File: src/rtl/sr_ctrl_pkg.sv
// Shared types and constants for the SR latch sequencer.
// Imported by the controller and its arbiter.
package sr_ctrl_pkg;

    typedef enum logic [1:0] {
        IDLE,
        PULSE,
        GAP,
        DONE
    } state_t;

    localparam logic OP_CLR = 1'b0;
    localparam logic OP_SET = 1'b1;

endpackage

File: src/rtl/rr_arb2.sv
// Two-client round-robin arbiter.
// The pointer names the client that wins a tie.
module rr_arb2 (
    input  logic       clk,
    input  logic       rst,
    input  logic [1:0] req,
    input  logic       update,
    output logic [1:0] gnt
);

    logic ptr;

    always_comb begin
        gnt = 2'b00;
        unique case (req)
            2'b01:   gnt = 2'b01;
            2'b10:   gnt = 2'b10;
            2'b11:   gnt = ptr ? 2'b10 : 2'b01;
            default: gnt = 2'b00;
        endcase
    end

    // Priority passes to whichever client was not just served.
    always_ff @(posedge clk) begin
        if (rst) begin
            ptr <= 1'b0;
        end else if (update && (gnt != 2'b00)) begin
            ptr <= gnt[0];
        end
    end

endmodule

File: src/rtl/sr_latch_ctrl.sv
// Arbitrated pulse sequencer for one NOR-pair SR latch.
// S and R come from registers and are never high together.
module sr_latch_ctrl
    import sr_ctrl_pkg::*;
#(
    parameter int PULSE_W = 2,
    parameter int GAP_W   = 1
) (
    input  logic       clk,
    input  logic       rst,
    input  logic [1:0] req,
    input  logic [1:0] op,
    output logic [1:0] ack,
    output logic       err,
    output logic       s,
    output logic       r,
    input  logic       q_fb,
    output logic       busy
);

    localparam int MAXW = (PULSE_W > GAP_W) ? PULSE_W : GAP_W;
    localparam int CW   = $clog2(MAXW + 1);

    state_t        state, state_n;
    logic [CW-1:0] cnt, cnt_n;
    logic          gnt_q, gnt_n;
    logic          op_q, op_n;
    logic          s_n, r_n, err_n, busy_n;
    logic [1:0]    ack_n;
    logic [1:0]    arb_gnt;
    logic          upd;
    logic          op_sel;

    rr_arb2 u_arb (
        .clk    (clk),
        .rst    (rst),
        .req    (req),
        .update (upd),
        .gnt    (arb_gnt)
    );

    assign op_sel = arb_gnt[1] ? op[1] : op[0];

    always_ff @(posedge clk) begin
        if (rst) begin
            state <= IDLE;
            cnt   <= '0;
            gnt_q <= 1'b0;
            op_q  <= OP_CLR;
            s     <= 1'b0;
            r     <= 1'b0;
            ack   <= 2'b00;
            err   <= 1'b0;
            busy  <= 1'b0;
        end else begin
            state <= state_n;
            cnt   <= cnt_n;
            gnt_q <= gnt_n;
            op_q  <= op_n;
            s     <= s_n;
            r     <= r_n;
            ack   <= ack_n;
            err   <= err_n;
            busy  <= busy_n;
        end
    end

    always_comb begin
        state_n = state;
        cnt_n   = cnt;
        gnt_n   = gnt_q;
        op_n    = op_q;
        s_n     = s;
        r_n     = r;
        ack_n   = 2'b00;
        err_n   = 1'b0;
        busy_n  = busy;
        upd     = 1'b0;
        unique case (state)
            IDLE: begin
                if (arb_gnt != 2'b00) begin
                    upd     = 1'b1;
                    gnt_n   = arb_gnt[1];
                    op_n    = op_sel;
                    s_n     = (op_sel == OP_SET);
                    r_n     = (op_sel == OP_CLR);
                    cnt_n   = CW'(PULSE_W - 1);
                    busy_n  = 1'b1;
                    state_n = PULSE;
                end
            end
            PULSE: begin
                if (cnt == '0) begin
                    s_n     = 1'b0;
                    r_n     = 1'b0;
                    cnt_n   = CW'(GAP_W - 1);
                    state_n = GAP;
                end else begin
                    cnt_n = cnt - CW'(1);
                end
            end
            GAP: begin
                if (cnt == '0) begin
                    ack_n   = gnt_q ? 2'b10 : 2'b01;
                    err_n   = (q_fb != op_q);
                    state_n = DONE;
                end else begin
                    cnt_n = cnt - CW'(1);
                end
            end
            DONE: begin
                busy_n  = 1'b0;
                state_n = IDLE;
            end
            default: state_n = IDLE;
        endcase
    end

endmodule

File: config.mk
export PLATFORM = sky130hd
export DESIGN_NAME = sr_latch_ctrl
export DESIGN_NICKNAME = d
export VERILOG_FILES = /design/src/rtl/sr_ctrl_pkg.sv /design/src/rtl/rr_arb2.sv /design/src/rtl/sr_latch_ctrl.sv
export SDC_FILE = /design/constraint.sdc
export NUM_CORES = 1
export LEC_CHECK = 0
export ABC_CLOCK_PERIOD_IN_PS = 2550
export CAP_MARGIN = 20
export CELL_PAD_IN_SITES_DETAIL_PLACEMENT = 2
export CELL_PAD_IN_SITES_GLOBAL_PLACEMENT = 2
export CORE_MARGIN = 5
export CORE_UTILIZATION = 30
export CTS_BUF_LIST = sky130_fd_sc_hd__clkbuf_16
export CTS_CLUSTER_DIAMETER = 200
export DETAILED_ROUTE_END_ITERATION = 8
export PLACE_DENSITY = 0.83
export SYNTH_ARGS = -nofsm -noshare
export SYNTH_HDL_FRONTEND = slang
export SYNTH_HIERARCHICAL = 1
export SYNTH_SLANG_ARGS = --single-unit
File: constraint.sdc
create_clock -name clk -period 2.55 [get_ports clk]
set_clock_uncertainty 0.2 [all_clocks]
set_input_delay 0.3825 -clock clk [delete_from_list [all_inputs] [get_ports clk]]
set_output_delay 0.3825 -clock clk [all_outputs]
set_load 0.02 [all_outputs]
; ---- Word-level counts from Yosys, hierarchy flattened
; Index checks and enable logic that the tools add are counted.
[totals]
in_bits = 7
elab_cells = 58
reg_bits = 13
[classes]
n_addsub = 1
muxes = 20
eq_ne = 11
bitwise_logic = 3
n_reduce_logical = 13
[ops]
columns = cell, count
row1 = $mux W2, 7
row2 = $pmux W2 S3, 2
row3 = $reduce_and A3 Y1, 3
row4 = $eq A2 B2 Y1 const B, 4
row5 = $ne A2 B2 Y1 const B, 4
row6 = $pmux W2 S4, 1
row7 = $mux W1, 7
row8 = $pmux W1 S2, 3
row9 = $reduce_bool A2 Y1, 3
row10 = $eq A2 B1 Y1 const B, 2
row11 = $logic_not A2 Y1, 2
row12 = $reduce_and A2 Y1, 2
row13 = $not A1 Y1, 3
row14 = $reduce_bool A3 Y1, 1
row15 = $reduce_or A3 Y1, 1
row16 = $sub A2 B1 Y2 const B, 1
row17 = $logic_and A1 B1 Y1, 1
row18 = $ne A1 B1 Y1, 1

; ---- Longest topological paths before layout
; Gate-level depths: netlist (run 1).
[depth]
depth_word = 6
depth_mapped = 6
depth_no_buf = 5

; ---- Cells and area by module
; Netlist (run 1), hierarchy kept.
[modules_own_cells]
columns = mod, n_inst, cells_per_inst, seq_area_each_um2, area_per_inst_um2
row1 = sr_latch_ctrl, 1, 75, 240.2, 686.9
row2 = rr_arb2, 1, 7, 20.0, 65.1

; ---- Least setup slack after synthesis (run 1)
; Ideal clock, no wire load.
[synth_timing]
kind = input to register
from = input req[0]
to = register s
slack_ns = 0.677
t_required_ns = 2.280
arrival_time_ns = 1.602
stages = 4
cell_sequence = a21boi_0 nor3b_2 or4_1 a21oi_1
[synth_between]
elab_chain_cells = 5
word_cells_on_any_way = 10
classes_between = eq/ne: 4 / mux: 4 / reduce/logical: 2
[synth_rtl]
columns = item, line_no
row1 = from (decl), sr_latch_ctrl.sv:11  ; input logic [1:0] req,
row2 = $eq A2 B2 Y1 / $eq A2 B1 Y1 (equally long branches), rr_arb2.sv:15  ; unique case (req)
row3 = $pmux W2 S3 (*), rr_arb2.sv:15
row4 = $mux W1 / $reduce_bool A2 Y1 (equally long branches), "sr_latch_ctrl.sv:42, sr_latch_ctrl.sv:81"
row5 = $mux W1 / $ne A2 B2 Y1 (equally long branches), -
row6 = $pmux W1 S2 / $reduce_and A3 Y1 (equally long branches), -
row7 = to (signal assigned), sr_latch_ctrl.sv:60  ; s <= s_n;
row8 = to (decl), sr_latch_ctrl.sv:15  ; output logic s,
; Every way passes the cells marked *; elsewhere a longest branch is shown, timed or not. The select of a mux whose other input is x is not followed.
; A chain may end at the register's enable or synchronous reset.

; ---- Worst setup path after layout (run 1)
[layout_timing]
from = input req[1]
to = register s
[layout_between]
elab_chain_cells = 5
word_cells_on_any_way = 10
classes_between = eq/ne: 4 / mux: 4 / reduce/logical: 2
[layout_rtl]
columns = item, line_no
row1 = $eq A2 B2 Y1 / $eq A2 B1 Y1 (equally long branches), rr_arb2.sv:15
row2 = $pmux W2 S3 (*), rr_arb2.sv:15
row3 = net arb_gnt[1], sr_latch_ctrl.sv:30  ; logic [1:0] arb_gnt;
row4 = $mux W1 / $reduce_bool A2 Y1 (equally long branches), "sr_latch_ctrl.sv:42, sr_latch_ctrl.sv:81"
row5 = $mux W1 / $ne A2 B2 Y1 (equally long branches), -
row6 = $pmux W1 S2 / $reduce_and A3 Y1 (equally long branches), -
; The timed path passes the listed nets; every way through them passes the cells marked *. The select of a mux whose other input is x is not followed.

==> impl_metrics.tcl, run 1 <==
set metrics [dict create \
    hold_viol 0 \
    async_flop_share_pct 0 \
    period_needed_ns 2.068 \
    synth_nets 100 \
    slew_viol_final 0 \
    switchingPower_uw 422.0 \
    synth_warnings 6 \
    grt.total_usage_pct 13.45 \
    initial_utilization_pct 30.92 \
    drc_errors 0 \
    dr_total_vias 643 \
    dpl_cell_area_um2 923.4 \
    cp_max_fo 7 \
    min_path_cells 2 \
    totalWireLength_um 2068 \
    netlist_area_um2 752.0 \
    drv_cap 0 \
    fin_area_um2 1002 \
    die_x_um 60.07 \
    final_util_pct 41.20 \
    synth_edf_count 0 \
    cts_tree "yes" \
    p_per_area_nw_per_um2 1118 \
    post_cts_resized 0 \
    overflow 0 \
    synth_common_cells "13 x dfxtp_1, 11 x ha_1, 8 x inv_1, 7 x a21oi_1, 6 x nor2_1" \
    clk_pin_slew_worst_paths_ns 0.05 \
    synth_seq_area_share_pct 34.61 \
    first_pass_iters 3 \
    wl_per_cell_um 16.03 \
    grt_max_degree 8 \
    vias_per_cell 4.984 \
    critPathLaunchType "input pin" \
    combPwrFrac_pct 45.6 \
    clk_latency_ns 0.24 \
    drive_above_1_share_pct 8.081 \
    place_congestion 0.8044 \
    power.leakage_uw 0.0004071 \
    regArea_um2 260.3 \
    first_iter_violations 1 \
    end_kind "register" \
    fp.dieH_um 60.07 \
    antenna-diode-count 0 \
    crit_required_ns 2.52 \
    syn2layout_area_growth_pct 33.28 \
    ioPinCount 13 \
    synth_top_area_share_pct 34.61 \
    seqPwrFrac_pct 27.9 \
    peakVddDrop_uv 607.3 \
    dp_hpwl_um 1578 \
    cts_hold_buf 0 \
    syn_inst 82 \
    antenna_found_initial 0 \
    rsz0062_at_grt "no" \
    status "finished, final reports clean" \
    fin_setup_tns_ns 0 \
    coreArea_um2 2432 \
    synth_area_per_cell_um2 9.170 \
    fin_nets 118 \
    rr_worst_depth 5 \
    ant_nets 0 \
    multiInputGateArea_um2 452.9 \
    ys_seq_elements 13 \
    synth_top_cell_by_area "dfxtp_1" \
    rows 18 \
    ctsLongestPathBuffers 2 \
    clkPwrFrac_pct 26.5 \
    intPower_uw 698.7 \
    period_share_pct 81.11 \
    cts_setup_buffers 0 \
    synth_cell_types 30 \
    n_fill_cell 281 \
    crit_type "input pin to register" \
    r2r_slack_ns 0.55 \
    ys_top_cells_by_area "dfxtp_1 35%, ha_1 18%, a21oi_1 4.7%" \
    swShare_pct 37.66 \
    numPortBuffers 12 \
    clockRootBuffer "clkbuf_16" \
    tightest_slew_ns 0.4357 \
    hp-class "register to register" \
    relSlewSlack_pct 70.83 \
    synth_most_common_cell "dfxtp_1" \
    grt_pass1_wl_um 3539 \
    synthFlopType "dfxtp_1" \
    cts_sinks 13 \
    dieArea_um2 3608 \
    grt_pass1_vias 743 \
    worstPathArrival_ns 2.04 \
    cts_buffers 3 \
    htree_levels 1 \
    setup_viol 0 \
    fmax_ghz 0.4835 \
]
-- worst paths after layout --
| kind | startpoint | end |
|---|---|---|
| max | req[1] | s$_SDFFE_PP0P_ |
| min reg2reg | gnt_q$_SDFFE_PP0P_ | ack[1]$_SDFF_PP0_ |
| max reg2reg | state[0]$_SDFFE_PP0P_ | s$_SDFFE_PP0P_ |
| min | gnt_q$_SDFFE_PP0P_ | ack[1]$_SDFF_PP0_ |
-- cell type report --
type | count | area share [%]
Inverter | 8 | 2.996
Clock buffer | 3 | 7.491
Tap cell | 30 | 3.745
Timing Repair Buffer | 15 | 14.23
Clock inverter | 1 | 0.3745
Sequential cell | 13 | 25.97
Multi-Input combinational cell | 59 | 45.19
-- worst max-delay path, cell delays in order --
cell and delay, ns:
clkdlybuf4s50_1 0.51, a21boi_0 0.21, buf_4 0.19, nor3b_2 0.09
or4_1 0.51, a21oi_1 0.15
-- logic make-up (layout without fill, tap and decap cells) --
family                   Yosys count  after routing  share of synthesized area, %
flip-flops                        13             13                         34.61
XOR/XNOR                           1              1                         1.165
buffers and inverters             10             27                         5.157
AND/OR/NAND/NOR                   19             19                         14.81
AO/OA/AOI/OAI                     26             26                         23.29
multiplexers                       2              2                         2.662
adder cells (fa/ha/maj)           11             11                         18.30
-- power groups by stage --
stage	clock network (uW)	registers, uW	logic, uW
after global routing	318	324	574
after floorplan	0	332	326
final	297	313	511
after detailed placement	0	318	519
after global placement	0	314	483
after CTS	306	315	526
-- layer usage --
layer / up-vias / share of wire (%) / global-route usage [%]
li1: 319 / - / -
met1: 310 / 42 / 14.92
met2: 12 / 52 / 24.54
met3: 2 / 5.4 / 4.536
met4: 0 / 0.63 / 2.848
met5: - / 0 / 0
-- through the flow --
stage                     power [uW]  hold WS (ns)  setup slack (ns)  instances
after floorplan                657.4        0.2129            0.6773         82
after global placement         797.0        0.2436            0.2921        125
after detailed placement       836.2        0.2631            0.1804        125
after CTS                       1147        0.2774            0.4746        129
after global routing            1216        0.3083            0.3778        129
final                           1121        0.2737            0.4816        129
-- flip-flops by register name (all words and copies together), names as in the netlist --
signal     flops
s              1
r              1
err            1
cnt            2
busy           1
u_arb/ptr      1
state          2
ack            2
op_q           1
gnt_q          1
-- cells in the final DEF (no fill, tap or decap), types with 3 or more instances in the layout --
cell             instances
dfxtp_1                 13
clkdlybuf4s50_1         12
ha_1                    11
inv_1                    9
a21oi_1                  7
nor2_1                   6
o21ai_0                  5
nand2_1                  3
clkbuf_16                3
buf_4                    3
(Power assumes the default switching activity.)
==> inputs of run 2 (changes only) <==
--- a/config.mk
+++ b/config.mk
@@ -5,16 +5,16 @@
 export SDC_FILE = /design/constraint.sdc
 export NUM_CORES = 1
 export LEC_CHECK = 0
-export ABC_CLOCK_PERIOD_IN_PS = 2550
+export ABC_CLOCK_PERIOD_IN_PS = 1900
 export CAP_MARGIN = 20
 export CELL_PAD_IN_SITES_DETAIL_PLACEMENT = 2
 export CELL_PAD_IN_SITES_GLOBAL_PLACEMENT = 2
 export CORE_MARGIN = 5
-export CORE_UTILIZATION = 30
+export CORE_UTILIZATION = 27
 export CTS_BUF_LIST = sky130_fd_sc_hd__clkbuf_16
 export CTS_CLUSTER_DIAMETER = 200
 export DETAILED_ROUTE_END_ITERATION = 8
-export PLACE_DENSITY = 0.83
+export PLACE_DENSITY = 0.79
 export SYNTH_ARGS = -nofsm -noshare
 export SYNTH_HDL_FRONTEND = slang
 export SYNTH_HIERARCHICAL = 1
==> constraint.sdc (replaced) <==
create_clock -name clk -period 1.9 [get_ports clk]
set_clock_uncertainty 0.2 [all_clocks]
set_input_delay 0.285 -clock clk [delete_from_list [all_inputs] [get_ports clk]]
set_output_delay 0.285 -clock clk [all_outputs]
set_load 0.02 [all_outputs]
==> run 2 against run 1 <==
  * Final cell count up 6.2%
  * Worst hold slack worse by 0.019 ns
  * Critical path depth did not move
==> impl_metrics.tcl, run 2 (synthesized netlist as in run 1, its figures left out) <==
set metrics [dict create \
    status "finished, final reports clean" \
    initial_utilization_pct 27.75 \
    place_congestion 0.8104 \
    fmax_ghz 0.5416 \
    fp.dieH_um 62.78 \
    dp_cells 133 \
    cts_buffers 3 \
    rr_startpoint "state[1]$_SDFFE_PP0P_" \
    ioPinCount 13 \
    period_share_pct 97.17 \
    critPathLaunchType "input pin" \
    end_kind "register" \
    antenna-diode-count 0 \
    rsz0062_at_grt "no" \
    vias_per_cell 4.927 \
    grt_max_degree 8 \
    totalWireLength_um 2285 \
    startpoint "req[0]" \
    fin_setup_tns_ns 0 \
    r2r_end "s$_SDFFE_PP0P_" \
    relSlewSlack_pct 80.24 \
    coreArea_um2 2710 \
    n_fill_cell 303 \
    combPwrFrac_pct 50.2 \
    die_x_um 62.78 \
    drive_above_1_share_pct 18.87 \
    ant_nets 0 \
    final_common_cell "dfxtp_1" \
    hold_viol 0 \
    rr_worst_depth 5 \
    crit_required_ns 1.87 \
    cp_max_fo 5 \
    dieArea_um2 3941 \
    hold_slack_ns 0.2550 \
    grt_pass1_vias 807 \
    numPortBuffers 12 \
    largestRegisters "ack x2, cnt x2, state x2" \
    rows 19 \
    worstPathArrival_ns 1.82 \
    drv_cap 0 \
    p_per_area_nw_per_um2 1516 \
    layoutNonFillerInstCount 137 \
    grt_pass1_wl_um 3857 \
    crit_type "input pin to register" \
    hp-class "input pin to register" \
    setup_viol 0 \
    clockRootBuffer "clkbuf_16" \
    swShare_pct 37.43 \
    switchingPower_uw 609.2 \
    syn2layout_area_growth_pct 42.76 \
    layout_common_cells "12 x dfxtp_1, 11 x ha_1, 11 x clkdlybuf4s50_1" \
    power.total_uw 1627 \
    dp_hpwl_um 1761 \
    antenna_found_initial 0 \
    first_iter_violations 10 \
    drc_errors 0 \
    fin_nets 125 \
    slew_viol_final 0 \
    power.leakage_uw 0.0004498 \
    overflow 0 \
    ctsLongestPathBuffers 2 \
    peakVddDrop_uv 907.8 \
    cts_sinks 13 \
    seqPwrFrac_pct 25.3 \
    clk_latency_ns 0.24 \
    clkPwrFrac_pct 24.5 \
    first_pass_iters 4 \
    period_needed_ns 1.846 \
    dr_total_vias 675 \
    cts_tree "yes" \
    wl_per_cell_um 16.68 \
    htree_levels 1 \
    worstSetupEndpoint "state[1]$_SDFFE_PP0P_" \
    clk_pin_slew_worst_paths_ns 0.05 \
    intPower_uw 1018 \
    r2r_slack_ns 0.12 \
    tightest_slew_ns 0.2955 \
    grt.total_usage_pct 12.15 \
]
[run 2: cell type report]
type / instances / area [um^2] / share of cell area (%)
timing repair buffer: 22 / 197.7 / 18.41
sequential: 13 / 261.5 / 24.36
clock inverter: 1 / 3.754 / 0.3497
clock buffer: 3 / 75.07 / 6.993
tap: 31 / 38.79 / 3.613
multi-input combinational: 59 / 466.7 / 43.47
inverter: 8 / 30.03 / 2.797
[run 2: how the worst min path moves through the flow]
stage | from | end | slack (ns) | depth (start not counted)
after floorplan | rst | u_arb/ptr$_SDFFE_PP0P_ | 0.15 | 1
after global placement | gnt_q$_SDFFE_PP0P_ | ack[0]$_SDFF_PP0_ | 0.24 | 1
after detailed placement | gnt_q$_SDFFE_PP0P_ | ack[1]$_SDFF_PP0_ | 0.25 | 2
after CTS | gnt_q$_SDFFE_PP0P_ | ack[1]$_SDFF_PP0_ | 0.26 | 2
after global routing | req[1] | u_arb/ptr$_SDFFE_PP0P_ | 0.29 | 3
final | req[1] | u_arb/ptr$_SDFFE_PP0P_ | 0.26 | 3
[run 2: repair_timing]
action                                  in CTS  in global routing
hold buffers                                 0                  0
setup buffers                                0                  0
endpoints found under the setup margin       3                  7
resized for setup                            2                  6
[run 2: routing by layer]
layer,vias to the layer above,GRT usage [%],share of wire [%]
li1,336,-,-
met1,329,13.45,44
met2,8,22.28,53
met3,2,3.597,2.9
met4,0,3.183,0.74
met5,-,0,0
[run 2: metrics by stage]
| step | area [um^2] | utilization (%) | worst slack, ns |
|---|---|---|---|
| 5_1_grt | 1074 | 39.61 | 0.001104 |
| 2_1_floorplan | 752.0 | - | 0.09028 |
| 3_5_place_dp | 977.2 | 36.06 | -0.2875 |
| 4_1_cts | 1056 | 38.97 | 0.01947 |
| 3_3_place_gp | 977.2 | 36.06 | -0.1881 |
| 6_report | 1074 | 39.61 | 0.05373 |
[run 2: critical path, stage by stage]
cell and delay, ns:
clkdlybuf4s50_1 0.47, a21boi_2 0.20, buf_4 0.16, or3b_4 0.40
a21o_1 0.17, a21oi_1 0.13
[run 2: power by group through the flow]
stage	sequential [uW]	clock [uW]	combinational [uW]
finish	412	399	817
global route	421	425	904
CTS	410	410	808
detailed placement	412	0	798
global placement	403	0	751
floorplan	445	0	437
